--- config.mk ---
export PLATFORM = sky130hd
export DESIGN_NAME = axi_dside_bridge
export DESIGN_NICKNAME = d
export VERILOG_FILES = /design/src/rtl/axi_bridge_pkg.sv /design/src/rtl/axi_dside_bridge_rslice.sv /design/src/rtl/axi_dside_bridge.sv
export SDC_FILE = /design/constraint.sdc
export NUM_CORES = 1
export LEC_CHECK = 0
export BUFFER_PORTS_ARGS = -buffer_cell sky130_fd_sc_hd__buf_4
export CELL_PAD_IN_SITES_DETAIL_PLACEMENT = 0
export CELL_PAD_IN_SITES_GLOBAL_PLACEMENT = 1
export CORE_ASPECT_RATIO = 0.7
export CORE_MARGIN = 4
export CORE_UTILIZATION = 23
export CTS_CLUSTER_DIAMETER = 120
export CTS_CLUSTER_SIZE = 25
export DETAILED_ROUTE_END_ITERATION = 10
export PLACE_DENSITY_LB_ADDON = 0.25
export SYNTH_ARGS = -nofsm -noshare
export SYNTH_HDL_FRONTEND = slang
export SYNTH_HIERARCHICAL = 1
export SYNTH_SLANG_ARGS = --single-unit
--- constraint.sdc ---
create_clock -name clk_i -period 2.1 [get_ports clk_i]
set_input_delay 0.105 -clock clk_i [delete_from_list [all_inputs] [get_ports clk_i]]
set_output_delay 0.105 -clock clk_i [all_outputs]
set_load 0.01 [all_outputs]
--- src/rtl/axi_bridge_pkg.sv ---
// Shared types and constants for the data-side AXI3 bridge.
//   state_e    : bridge FSM states (3-bit encoding, 7 states)
//   BURST_INCR : AXI INCR burst encoding driven on arburst/awburst
//   ID_W_DEF   : default AXI ID width
package axi_bridge_pkg;

    localparam int unsigned ID_W_DEF   = 4;
    localparam logic [1:0]  BURST_INCR = 2'b01;

    typedef enum logic [2:0] {
        StIdle = 3'd0,
        StAr   = 3'd1,
        StR    = 3'd2,
        StAw   = 3'd3,
        StW    = 3'd4,
        StB    = 3'd5,
        StDone = 3'd6
    } state_e;

endpackage

--- src/rtl/axi_dside_bridge_rslice.sv ---
// One-entry register slice for the AXI R channel of axi_dside_bridge.
// Only built when DBRIDGE_RSLICE_EN is defined; otherwise this file is empty.
//   clk_i/rst_ni             : clock, asynchronous active-low reset
//   in_valid_i/in_data_i     : beat from the AXI R channel
//   in_ready_o               : slice can accept a beat (not full)
//   out_valid_o/out_data_o   : registered beat, one cycle behind the input
//   out_ready_i              : downstream consumes the held beat
`ifdef DBRIDGE_RSLICE_EN
module axi_rslice #(
    parameter int unsigned DataW = 37
) (
    input  logic             clk_i,
    input  logic             rst_ni,
    input  logic             in_valid_i,
    input  logic [DataW-1:0] in_data_i,
    output logic             in_ready_o,
    output logic             out_valid_o,
    output logic [DataW-1:0] out_data_o,
    input  logic             out_ready_i
);

    logic             valid_q, valid_d;
    logic [DataW-1:0] data_q, data_d;

    // Full only when the held beat is not being drained this cycle.
    assign in_ready_o = ~(valid_q & ~out_ready_i);

    always_comb begin
        valid_d = valid_q;
        data_d  = data_q;
        if (in_ready_o) begin
            valid_d = in_valid_i;
            if (in_valid_i) begin
                data_d = in_data_i;
            end
        end
    end

    always_ff @(posedge clk_i or negedge rst_ni) begin
        if (!rst_ni) begin
            valid_q <= 1'b0;
            data_q  <= '0;
        end else begin
            valid_q <= valid_d;
            data_q  <= data_d;
        end
    end

    assign out_valid_o = valid_q;
    assign out_data_o  = data_q;

endmodule
`endif

--- src/rtl/axi_dside_bridge.sv ---
// Data-side AXI3 master adapter behind the cache/confreg mux. Converts level-held
// ram_* requests into one outstanding AXI transaction; writes win over reads.
// Optional macro DBRIDGE_RSLICE_EN: register the R channel through axi_rslice
// (rsp_* lag the AXI beat by one cycle). Undefined: combinational R pass-through.
// Ports:
//   clk_i, rst_ni           : clock, asynchronous active-low reset
//   req_*_i                 : request from mux (address, read level, write strobes,
//                             sizes/lengths, write beat data/valid/last)
//   write_begin_o           : one-cycle pulse after AW accepted
//   rsp_*_o                 : read beats, wready and bvalid back to the mux
//   ar*/r*/aw*/w*/b*        : AXI3 master channels
module axi_dside_bridge
    import axi_bridge_pkg::*;
#(
    parameter int unsigned    ID_W  = ID_W_DEF,
    parameter logic [ID_W-1:0] RD_ID = ID_W'(1),
    parameter logic [ID_W-1:0] WR_ID = ID_W'(1)
) (
    input  logic            clk_i,
    input  logic            rst_ni,
    input  logic [31:0]     req_addr_i,
    input  logic            req_rd_i,
    input  logic [3:0]      req_wstrb_i,
    input  logic [3:0]      req_arsize_i,
    input  logic [3:0]      req_awsize_i,
    input  logic [3:0]      req_arlen_i,
    input  logic [3:0]      req_awlen_i,
    input  logic [31:0]     req_wdata_i,
    input  logic            req_wvalid_i,
    input  logic            req_wlast_i,
    output logic            write_begin_o,
    output logic            rsp_rvalid_o,
    output logic            rsp_rlast_o,
    output logic [ID_W-1:0] rsp_rid_o,
    output logic [31:0]     rsp_rdata_o,
    output logic            rsp_wready_o,
    output logic            rsp_bvalid_o,
    output logic [ID_W-1:0] arid_o,
    output logic [31:0]     araddr_o,
    output logic [3:0]      arlen_o,
    output logic [2:0]      arsize_o,
    output logic [1:0]      arburst_o,
    output logic            arvalid_o,
    input  logic            arready_i,
    input  logic [ID_W-1:0] rid_i,
    input  logic [31:0]     rdata_i,
    input  logic [1:0]      rresp_i,
    input  logic            rlast_i,
    input  logic            rvalid_i,
    output logic            rready_o,
    output logic [ID_W-1:0] awid_o,
    output logic [31:0]     awaddr_o,
    output logic [3:0]      awlen_o,
    output logic [2:0]      awsize_o,
    output logic [1:0]      awburst_o,
    output logic            awvalid_o,
    input  logic            awready_i,
    output logic [ID_W-1:0] wid_o,
    output logic [31:0]     wdata_o,
    output logic [3:0]      wstrb_o,
    output logic            wlast_o,
    output logic            wvalid_o,
    input  logic            wready_i,
    input  logic [ID_W-1:0] bid_i,
    input  logic [1:0]      bresp_i,
    input  logic            bvalid_i,
    output logic            bready_o
);

    state_e      state_q, state_d;
    logic [31:0] addr_q, addr_d;
    logic [3:0]  len_q, len_d;
    logic [2:0]  size_q, size_d;
    logic [3:0]  strb_q, strb_d;
    logic        write_begin_q, write_begin_d;
    logic        in_r;
    logic        r_last_beat;

    // Responses and size MSBs are intentionally not consumed.
    logic unused_ok;
    assign unused_ok = ^{rresp_i, bid_i, bresp_i, req_arsize_i[3], req_awsize_i[3]};

    assign in_r = (state_q == StR);

`ifdef DBRIDGE_RSLICE_EN
    logic [ID_W+32:0] sl_data;
    logic             sl_valid;
    logic             sl_in_ready;

    axi_rslice #(
        .DataW (ID_W + 33)
    ) u_rslice (
        .clk_i       (clk_i),
        .rst_ni      (rst_ni),
        .in_valid_i  (in_r & rvalid_i),
        .in_data_i   ({rid_i, rdata_i, rlast_i}),
        .in_ready_o  (sl_in_ready),
        .out_valid_o (sl_valid),
        .out_data_o  (sl_data),
        .out_ready_i (1'b1)
    );

    assign rready_o     = in_r & sl_in_ready;
    assign rsp_rvalid_o = in_r & sl_valid;
    assign rsp_rlast_o  = in_r & sl_valid & sl_data[0];
    assign rsp_rdata_o  = in_r ? sl_data[32:1] : '0;
    assign rsp_rid_o    = in_r ? sl_data[ID_W+32:33] : '0;
    assign r_last_beat  = in_r & sl_valid & sl_data[0];
`else
    assign rready_o     = in_r;
    assign rsp_rvalid_o = in_r & rvalid_i;
    assign rsp_rlast_o  = in_r & rlast_i;
    assign rsp_rdata_o  = in_r ? rdata_i : '0;
    assign rsp_rid_o    = in_r ? rid_i : '0;
    assign r_last_beat  = in_r & rvalid_i & rlast_i;
`endif

    always_comb begin
        state_d       = state_q;
        addr_d        = addr_q;
        len_d         = len_q;
        size_d        = size_q;
        strb_d        = strb_q;
        write_begin_d = 1'b0;
        unique case (state_q)
            StIdle: begin
                if (|req_wstrb_i) begin
                    state_d = StAw;
                    addr_d  = req_addr_i;
                    len_d   = req_awlen_i;
                    size_d  = req_awsize_i[2:0];
                    strb_d  = req_wstrb_i;
                end else if (req_rd_i) begin
                    state_d = StAr;
                    addr_d  = req_addr_i;
                    len_d   = req_arlen_i;
                    size_d  = req_arsize_i[2:0];
                    strb_d  = '0;
                end
            end
            StAr:   if (arready_i) state_d = StR;
            StR:    if (r_last_beat) state_d = StDone;
            StAw: begin
                if (awready_i) begin
                    state_d       = StW;
                    write_begin_d = 1'b1;
                end
            end
            StW:    if (req_wvalid_i & wready_i & req_wlast_i) state_d = StB;
            StB:    if (bvalid_i) state_d = StDone;
            // Gap cycle so a request the mux is still dropping is not re-issued.
            StDone: state_d = StIdle;
            default: state_d = StIdle;
        endcase
    end

    always_ff @(posedge clk_i or negedge rst_ni) begin
        if (!rst_ni) begin
            state_q       <= StIdle;
            addr_q        <= '0;
            len_q         <= '0;
            size_q        <= '0;
            strb_q        <= '0;
            write_begin_q <= 1'b0;
        end else begin
            state_q       <= state_d;
            addr_q        <= addr_d;
            len_q         <= len_d;
            size_q        <= size_d;
            strb_q        <= strb_d;
            write_begin_q <= write_begin_d;
        end
    end

    assign write_begin_o = write_begin_q;

    assign arid_o    = RD_ID;
    assign araddr_o  = addr_q;
    assign arlen_o   = len_q;
    assign arsize_o  = size_q;
    assign arburst_o = BURST_INCR;
    assign arvalid_o = (state_q == StAr);

    assign awid_o    = WR_ID;
    assign awaddr_o  = addr_q;
    assign awlen_o   = len_q;
    assign awsize_o  = size_q;
    assign awburst_o = BURST_INCR;
    assign awvalid_o = (state_q == StAw);

    assign wid_o        = WR_ID;
    assign wdata_o      = req_wdata_i;
    assign wstrb_o      = strb_q;
    assign wlast_o      = req_wlast_i;
    assign wvalid_o     = (state_q == StW) & req_wvalid_i;
    assign rsp_wready_o = (state_q == StW) & wready_i;

    assign bready_o     = (state_q == StB);
    assign rsp_bvalid_o = (state_q == StB) & bvalid_i;

endmodule
## Word-level counts from Yosys, hierarchy flattened

Index checks and enable logic that the tools add are counted.

| storage, ports and cells | value |
|---|---|
| flip-flop bits (word level) | 47 |
| input bits | 139 |
| output and inout bits | 177 |
| word-level logic and storage cells | 50 |

| operators by class | value |
|---|---|
| equality and inequality tests | 11 |
| multiplexer cells | 20 |
| bitwise logic cells | 8 |
| reductions and logical operators | 5 |

Operators by type and width:

| kind | count |
|---|---|
| $mux 32 | 3 |
| $mux 3 | 9 |
| $mux 4 | 5 |
| $pmux 3 s6 | 1 |
| $and 1x1->1 | 8 |
| $eq 3x2->1 const B | 2 |
| $eq 3x3->1 const B | 2 |
| $ne 2x1->1 const B | 3 |
| $reduce_and 6->1 | 1 |
| $ne 2x2->1 const B | 2 |
| $reduce_or 4->1 | 1 |
| $eq 3x1->1 const B | 1 |
| $logic_not 3->1 | 1 |
| $ne 3x3->1 const B | 1 |
| $mux 1 | 2 |
| $reduce_and 2->1 | 1 |
| $reduce_bool 2->1 | 1 |

## Longest topological paths before layout

Gate-level depths: netlist (run 1).

| logic depth | value |
|---|---|
| depth in word-level cells | 5 |
| depth in mapped cells | 6 |

## Worst setup path after synthesis (run 1)

OpenSTA, ideal clock, no wires.

| timing path | value |
|---|---|
| kind | register -> register |
| start point | register state_q[0] |
| end point | register addr_q[10], in the netlist araddr_o[10] |
| arrival | 1.392 ns |
| data required time | 1.975 ns |
| slack | 0.583 ns |
| stages on the path, launching flop included | 5 |
| buffers on the path | 2 |
| period minus slack after synthesis | 1.517 ns |
| cell sequence | dfrtp_1 -> clkbuf_1 -> a2111o_1 -> buf_4 -> mux2_2 |

| on the way | value |
|---|---|
| word-level cells in the longest chain between the ends | 2 |

RTL lines:

| what | line | RTL |
|---|---|---|
| start: declaration | axi_dside_bridge.sv:70 | `state_e state_q, state_d;` |
| start signal: assignment | axi_dside_bridge.sv:159 | `state_q <= StIdle;` |
| start signal: assignment | axi_dside_bridge.sv:166 | `state_q <= state_d;` |
| $logic_not 3->1 | axi_dside_bridge.sv:125 | `unique case (state_q)` |
| $reduce_and 2->1 (no line) | n/a |  |
| end signal: assignment | axi_dside_bridge.sv:167 | `addr_q <= addr_d;` |
| end: declaration | axi_dside_bridge.sv:71 | `logic [31:0] addr_q, addr_d;` |

No other way between the ends.
A chain may end at the register's enable or synchronous reset.

## Final worst setup path (run 1)

| timing path | value |
|---|---|
| start point | register state_q[2] |
| end point | output port rsp_rdata_o[5] |

| on the way | value |
|---|---|
| word-level cells in the longest chain between the ends | 2 |

RTL lines:

| what | line | RTL |
|---|---|---|
| $eq 3x2->1 | axi_dside_bridge.sv:83 | `assign in_r = (state_q == StR);` |
| $mux 32 | axi_dside_bridge.sv:113 | `assign rsp_rdata_o = in_r ? rdata_i : '0;` |
| end: declaration | axi_dside_bridge.sv:35 | `output logic [31:0] rsp_rdata_o,` |

No other way between the ends.

==> results of run 1 <==
==> sequential cells by signal, indices dropped and copies added, names as in the netlist <==
register       count
state_q            3
write_begin_o      1
arsize_o           3
araddr_o          32
arlen_o            4
wstrb_o            4
==> cells in the final DEF, fill, tap and decap left out <==
master and count:
nand3_1 3, o211ai_1 1, bufinv_16 2, clkbuf_1 1
o21ai_0 9, dfrtp_1 47, and3_1 4, clkbuf_16 5
mux2_2 37, nand2_1 9, nand2b_1 2, buf_12 1
nor2b_1 3, inv_1 2, a211oi_1 1, and2_1 40
a32oi_1 1, a2111o_2 1, conb_1 16, nor2_1 4
dlygate4sd3_1 1, nor4_2 1, mux2i_1 8, buf_4 229
==> logic make-up (layout without fill, tap and decap cells) <==
group | count (synthesis) | in the layout | synth area share [%]
flops | 47 | 47 | 40.9
compound gates | 13 | 13 | 2.79
other cells | 2 | 16 | 0.261
mux | 45 | 45 | 17.3
buf+inv | 102 | 241 | 25.6
simple gates | 66 | 66 | 13.1
==> power groups by stage <==
stage,combinational [mW],clock (mW),sequential [mW]
floorplan,2.13,0,1.88
global placement,3.66,0,1.79
detailed placement,3.68,0,1.80
CTS,3.68,1.07,1.80
global route,3.89,1.10,1.87
finish,3.61,1.02,1.79
==> cell type report <==
type                            count  area (µm²)
Fill cell                        1245        7630
Timing Repair Buffer              231        1750
Sequential cell                    47        1180
Multi-Input combinational cell    140        1020
Tap cell                          157         196
Clock buffer                        6         129
Clock inverter                      2        60.1
Inverter                            2        7.51
==> layer usage <==
layer / global-route usage (%) / vias to the layer above / part of all wire, %
li1: - / 1087 / -
met1: 15.3 / 1044 / 43
met2: 16.5 / 105 / 47
met3: 4.34 / 4 / 9.0
met4: 1.92 / 0 / 0.27
met5: 0 / - / 0
==> stage by stage <==
stage	hold slack (ns)	worst slack (ns)	total power, mW	utilization (%)
6_report	0.0438	0.181	6.42	36.2
2_1_floorplan	-0.191	0.583	4.01	-
5_1_grt	0.0331	0.0545	6.87	36.2
3_3_place_gp	0.168	0.274	5.45	34.6
4_1_cts	0.0346	0.170	6.55	36.2
3_5_place_dp	0.173	0.273	5.48	34.6
==> critical path: cells and delay by family (launching register included) <==
kind                   cells  cell delay, ns
DFF                        1            0.52
buffers and inverters      2            0.36
and+or+nand+nor            3            0.64
==> worst min-delay path by stage <==
| stage | slack (ns) | to | start | cells past startpoint |
|---|---|---|---|---|
| 6_report | 0.04 | araddr_o[5] | req_addr_i[5] | 2 |
| 5_1_grt | 0.03 | araddr_o[5] | req_addr_i[5] | 2 |
| 4_1_cts | 0.03 | araddr_o[5] | req_addr_i[5] | 2 |
| 3_5_place_dp | 0.17 | araddr_o[4] | rst_ni | 1 |
| 3_3_place_gp | 0.17 | araddr_o[4] | rst_ni | 1 |
| 2_1_floorplan | -0.19 | araddr_o[0] | rst_ni | 0 |
==> metrics.cfg, run 1 <==
[setup_path]
cp-start-kind=flop
slowest_delay_ns=0.52
r2r_slack_ns=0.47
crit_arrival_ns=1.81
worstPathRequired_ns=2.00
crit_chain=nand2b_1 > nor2_1 > buf_12 > and2_1 > buf_4
reg2reg_from=state_q[0]
crit_type=flop to output port
r2r-end=araddr_o[29]
r2r_cells=3
endpoint=rsp_rdata_o[5]
critPathLaunch=state_q[2]
cp_slowest_cell=dfrtp_1
cp_max_fo=39
cp-end-kind=output port

[finish]
drive_above_1_share_pct=64.5
nets=566
diodes=0
fin_cells=585
fin_area_um2=4340
area_delta_synth_final_pct=51.0

[logic_synthesis]
synthFlopType=dfrtp_1
synth-warning-count=6
synth_edf_count=0
yosysMostFrequentCell=buf_4
ys_ff_latch=47
syn_area_per_cell_um2=10.5
synth_top_area_cell=dfrtp_1
netlist_top_cells_area=dfrtp_1, buf_4, mux2_2
ys_seq_area_share_pct=40.9
synthCells=275
synth_top_area_share_pct=40.9
synth_common_cells=buf_4, dfrtp_1, and2_1, mux2_2
yosysUniqueCellTypes=22
async_flop_share_pct=100
synth_area_um2=2870

[cts]
cts_hold_buf=1
cts_resized=0
cts_sinks=47
cts_buffers=5
cts.clk_slew.worst_paths_ns=0.07
clockBufferDepth=2
cts_tree=done
clock_latency_ns=0.29
h-tree-depth=2
root_buffer=clkbuf_16
postCtsSetupBuffers=0

[timing]
report.final.hold_viol_count=0
tightest_slew_ns=0.613
fin_crit_sh_pct=91.4
period_minus_slack_ns=1.92
setup_viol=0
maxSlewViolCount=0
finalSetupTns_ns=0
slew_headroom_pct=59.1
rsz0062_at_grt=no
fmax_mhz=521
worst_clock_skew_ns=0.00613

[global_routing]
antenna_found_initial=0
track_usage_pct=11.0
first_global_vias=2305
grt_pass1_wl_um=12500
grt_overflow=0
grt_max_degree=48

[placed_design]
placed_area_um2=4140
place_inst=576
io_buffers=225
globalplace.congestion=0.747
dp_hpwl_um=7080

[hold_path]
hold_class=input port to flop

[floorplanning]
core_area_um2=12000
die_area_um2=14400
io_pins=316
row_count=33
dieHeight_um=102
initial_core_util_pct=24.0
die_w_um=142

[power_and_ir_drop]
netSwitchingFraction_pct=35.8
pwr-share-clk_pct=15.9
p_comb_share_pct=56.2
switchingPower_mw=2.30
pwr-share-seq_pct=27.8
peakVddDrop_v=0.000534
intPower_mw=4.12
p_leak_nw=2.23
p_per_area_nw_per_um2=1480

[routing]
routed_wl_um=8680
detail_route.wl_per_cell_um=14.8
ant_nets=0
drc_errors=0
drt_iter0_drc=57
vias_per_cell=3.83
dr.pass1.iters=4
vias=2240

[status]
status=finished, final reports clean

[flow_run]
cap_violations=0

(Power assumes the default switching activity.)
==> run 2, diff against run 1 <==
==> constraint.sdc (replaced) <==
create_clock -name clk_i -period 2.2 [get_ports clk_i]
set_input_delay 0.11 -clock clk_i [delete_from_list [all_inputs] [get_ports clk_i]]
set_output_delay 0.11 -clock clk_i [all_outputs]
set_load 0.01 [all_outputs]
==> metrics.cfg, run 2 (synthesis gave the netlist of run 1 again) <==
[global_routing]
antenna_found_initial=0
track_usage_pct=11.3
grt_max_degree=48
first_global_vias=2354
grt_overflow=0
grt_pass1_wl_um=12900

[timing]
tightest_slew_ns=0.608
worst_clock_skew_ns=0.0107
finalSetupTns_ns=0
rsz0062_at_grt=no
maxSlewViolCount=0
finalWorstSetupSlack_ns=0.268
period_minus_slack_ns=1.93
report.final.hold_viol_count=0
setup_viol=0
fmax_mhz=518
slew_headroom_pct=59.5
fin_crit_sh_pct=87.8

[finish]
area_delta_synth_final_pct=50.0
fill_cells=1275
final_cell_mix=buf_4, dfrtp_1, and2_1, mux2_2, conb_1
layout_commonest_cell=buf_4
nets=567
largest_register_ffs=32
diodes=0
drive_above_1_share_pct=64.8

[placed_design]
io_buffers=225
place_ws_ns=0.399
dp_hpwl_um=7150
globalplace.congestion=0.720

[setup_path]
crit_arrival_ns=1.82
r2r_cells=5
worstPathRequired_ns=2.09
cp-start-kind=flop
endpoint=rsp_rdata_o[5]
cp-end-kind=output port
r2r_slack_ns=0.56
reg2reg_from=state_q[0]
crit_type=flop to output port
cp_max_fo=39
critPathLaunch=state_q[2]
r2r-end=arsize_o[0]

[floorplanning]
io_pins=316
row_count=33
die_area_um2=14400
die_w_um=142
core_area_um2=12000
dieHeight_um=102
initial_core_util_pct=24.0

[routing]
drc_errors=0
routed_wl_um=8790
ant_nets=0
detail_route.wl_per_cell_um=15.0
drt_iter0_drc=50
dr.pass1.iters=4
vias=2242
vias_per_cell=3.83

[cts]
clock_latency_ns=0.29
cts_sinks=47
clockBufferDepth=2
h-tree-depth=2
cts_hold_buf=1
root_buffer=clkbuf_16
cts_tree=done
postCtsSetupBuffers=0
cts_resized=0
cts.clk_slew.worst_paths_ns=0.07
cts_buffers=5

[hold_path]
hold_class=input port to flop
hold_path.startpoint=req_addr_i[7]

[power_and_ir_drop]
peakVddDrop_v=0.000519
p_leak_nw=2.21
power_mw=5.97
p_per_area_nw_per_um2=1380

[status]
status=finished, final reports clean

[flow_run]
cap_violations=0

[run 2: changes by cell type in the layout (fill, tap and decap cells not counted), sizes merged]
cell / delta
bufinv: -2
inv: +2
buf: +1
clkbuf: -1
clkinvlp: +1
[run 2: how the worst min path moves through the flow]
stage	cells past startpoint	to
global placement	1	araddr_o[1]
finish	2	araddr_o[7]
CTS	2	araddr_o[7]
detailed placement	1	araddr_o[1]
global route	2	araddr_o[8]
floorplan	0	araddr_o[0]
[run 2: report_power, final]
part | switching [mW] | internal [mW] | total [mW]
Clock | 0.365 | 0.434 | 0.799
Combinational | 1.49 | 1.98 | 3.46
Sequential | 0.391 | 1.31 | 1.71
Total | 2.24 | 3.73 | 5.97
[run 2: cell type report]
type	instances	area, µm²	area share [%]
clock buffer	5	125	2.90
inverter	2	7.51	0.174
sequential	47	1180	27.3
multi-input combinational	140	1020	23.7
timing repair buffer	232	1760	40.8
tap	157	196	4.56
clock inverter	3	27.5	0.639
[run 2: critical path: stages, from the launching register on]
cell,delay (ns)
dfrtp_1,0.52
nand2b_1,0.22
nor2_1,0.18
buf_12,0.20
and2_1,0.24
buf_4,0.16
[run 2: through the flow]
| step | hold WS [ns] | instances | area (µm²) | util [%] |
|---|---|---|---|---|
| after global placement | 0.176 | 577 | 4150 | 34.6 |
| after CTS | 0.0314 | 586 | 4310 | 36.0 |
| after floorplan | -0.186 | 289 | 2930 | - |
| after detailed placement | 0.182 | 577 | 4150 | 34.6 |
| final | 0.0420 | 586 | 4310 | 36.0 |
| after global routing | 0.0354 | 586 | 4310 | 36.0 |
[run 2: routing by layer]
metal / vias to the layer above / track usage (%) / part of all wire (%) / wire (µm)
met1: 1043 / 15.8 / 43 / 3810
met3: 4 / 4.39 / 9.0 / 792
met5: - / 0 / 0 / 0
met2: 105 / 16.8 / 47 / 4170
li1: 1090 / - / - / -
met4: 0 / 1.70 / 0.22 / 19
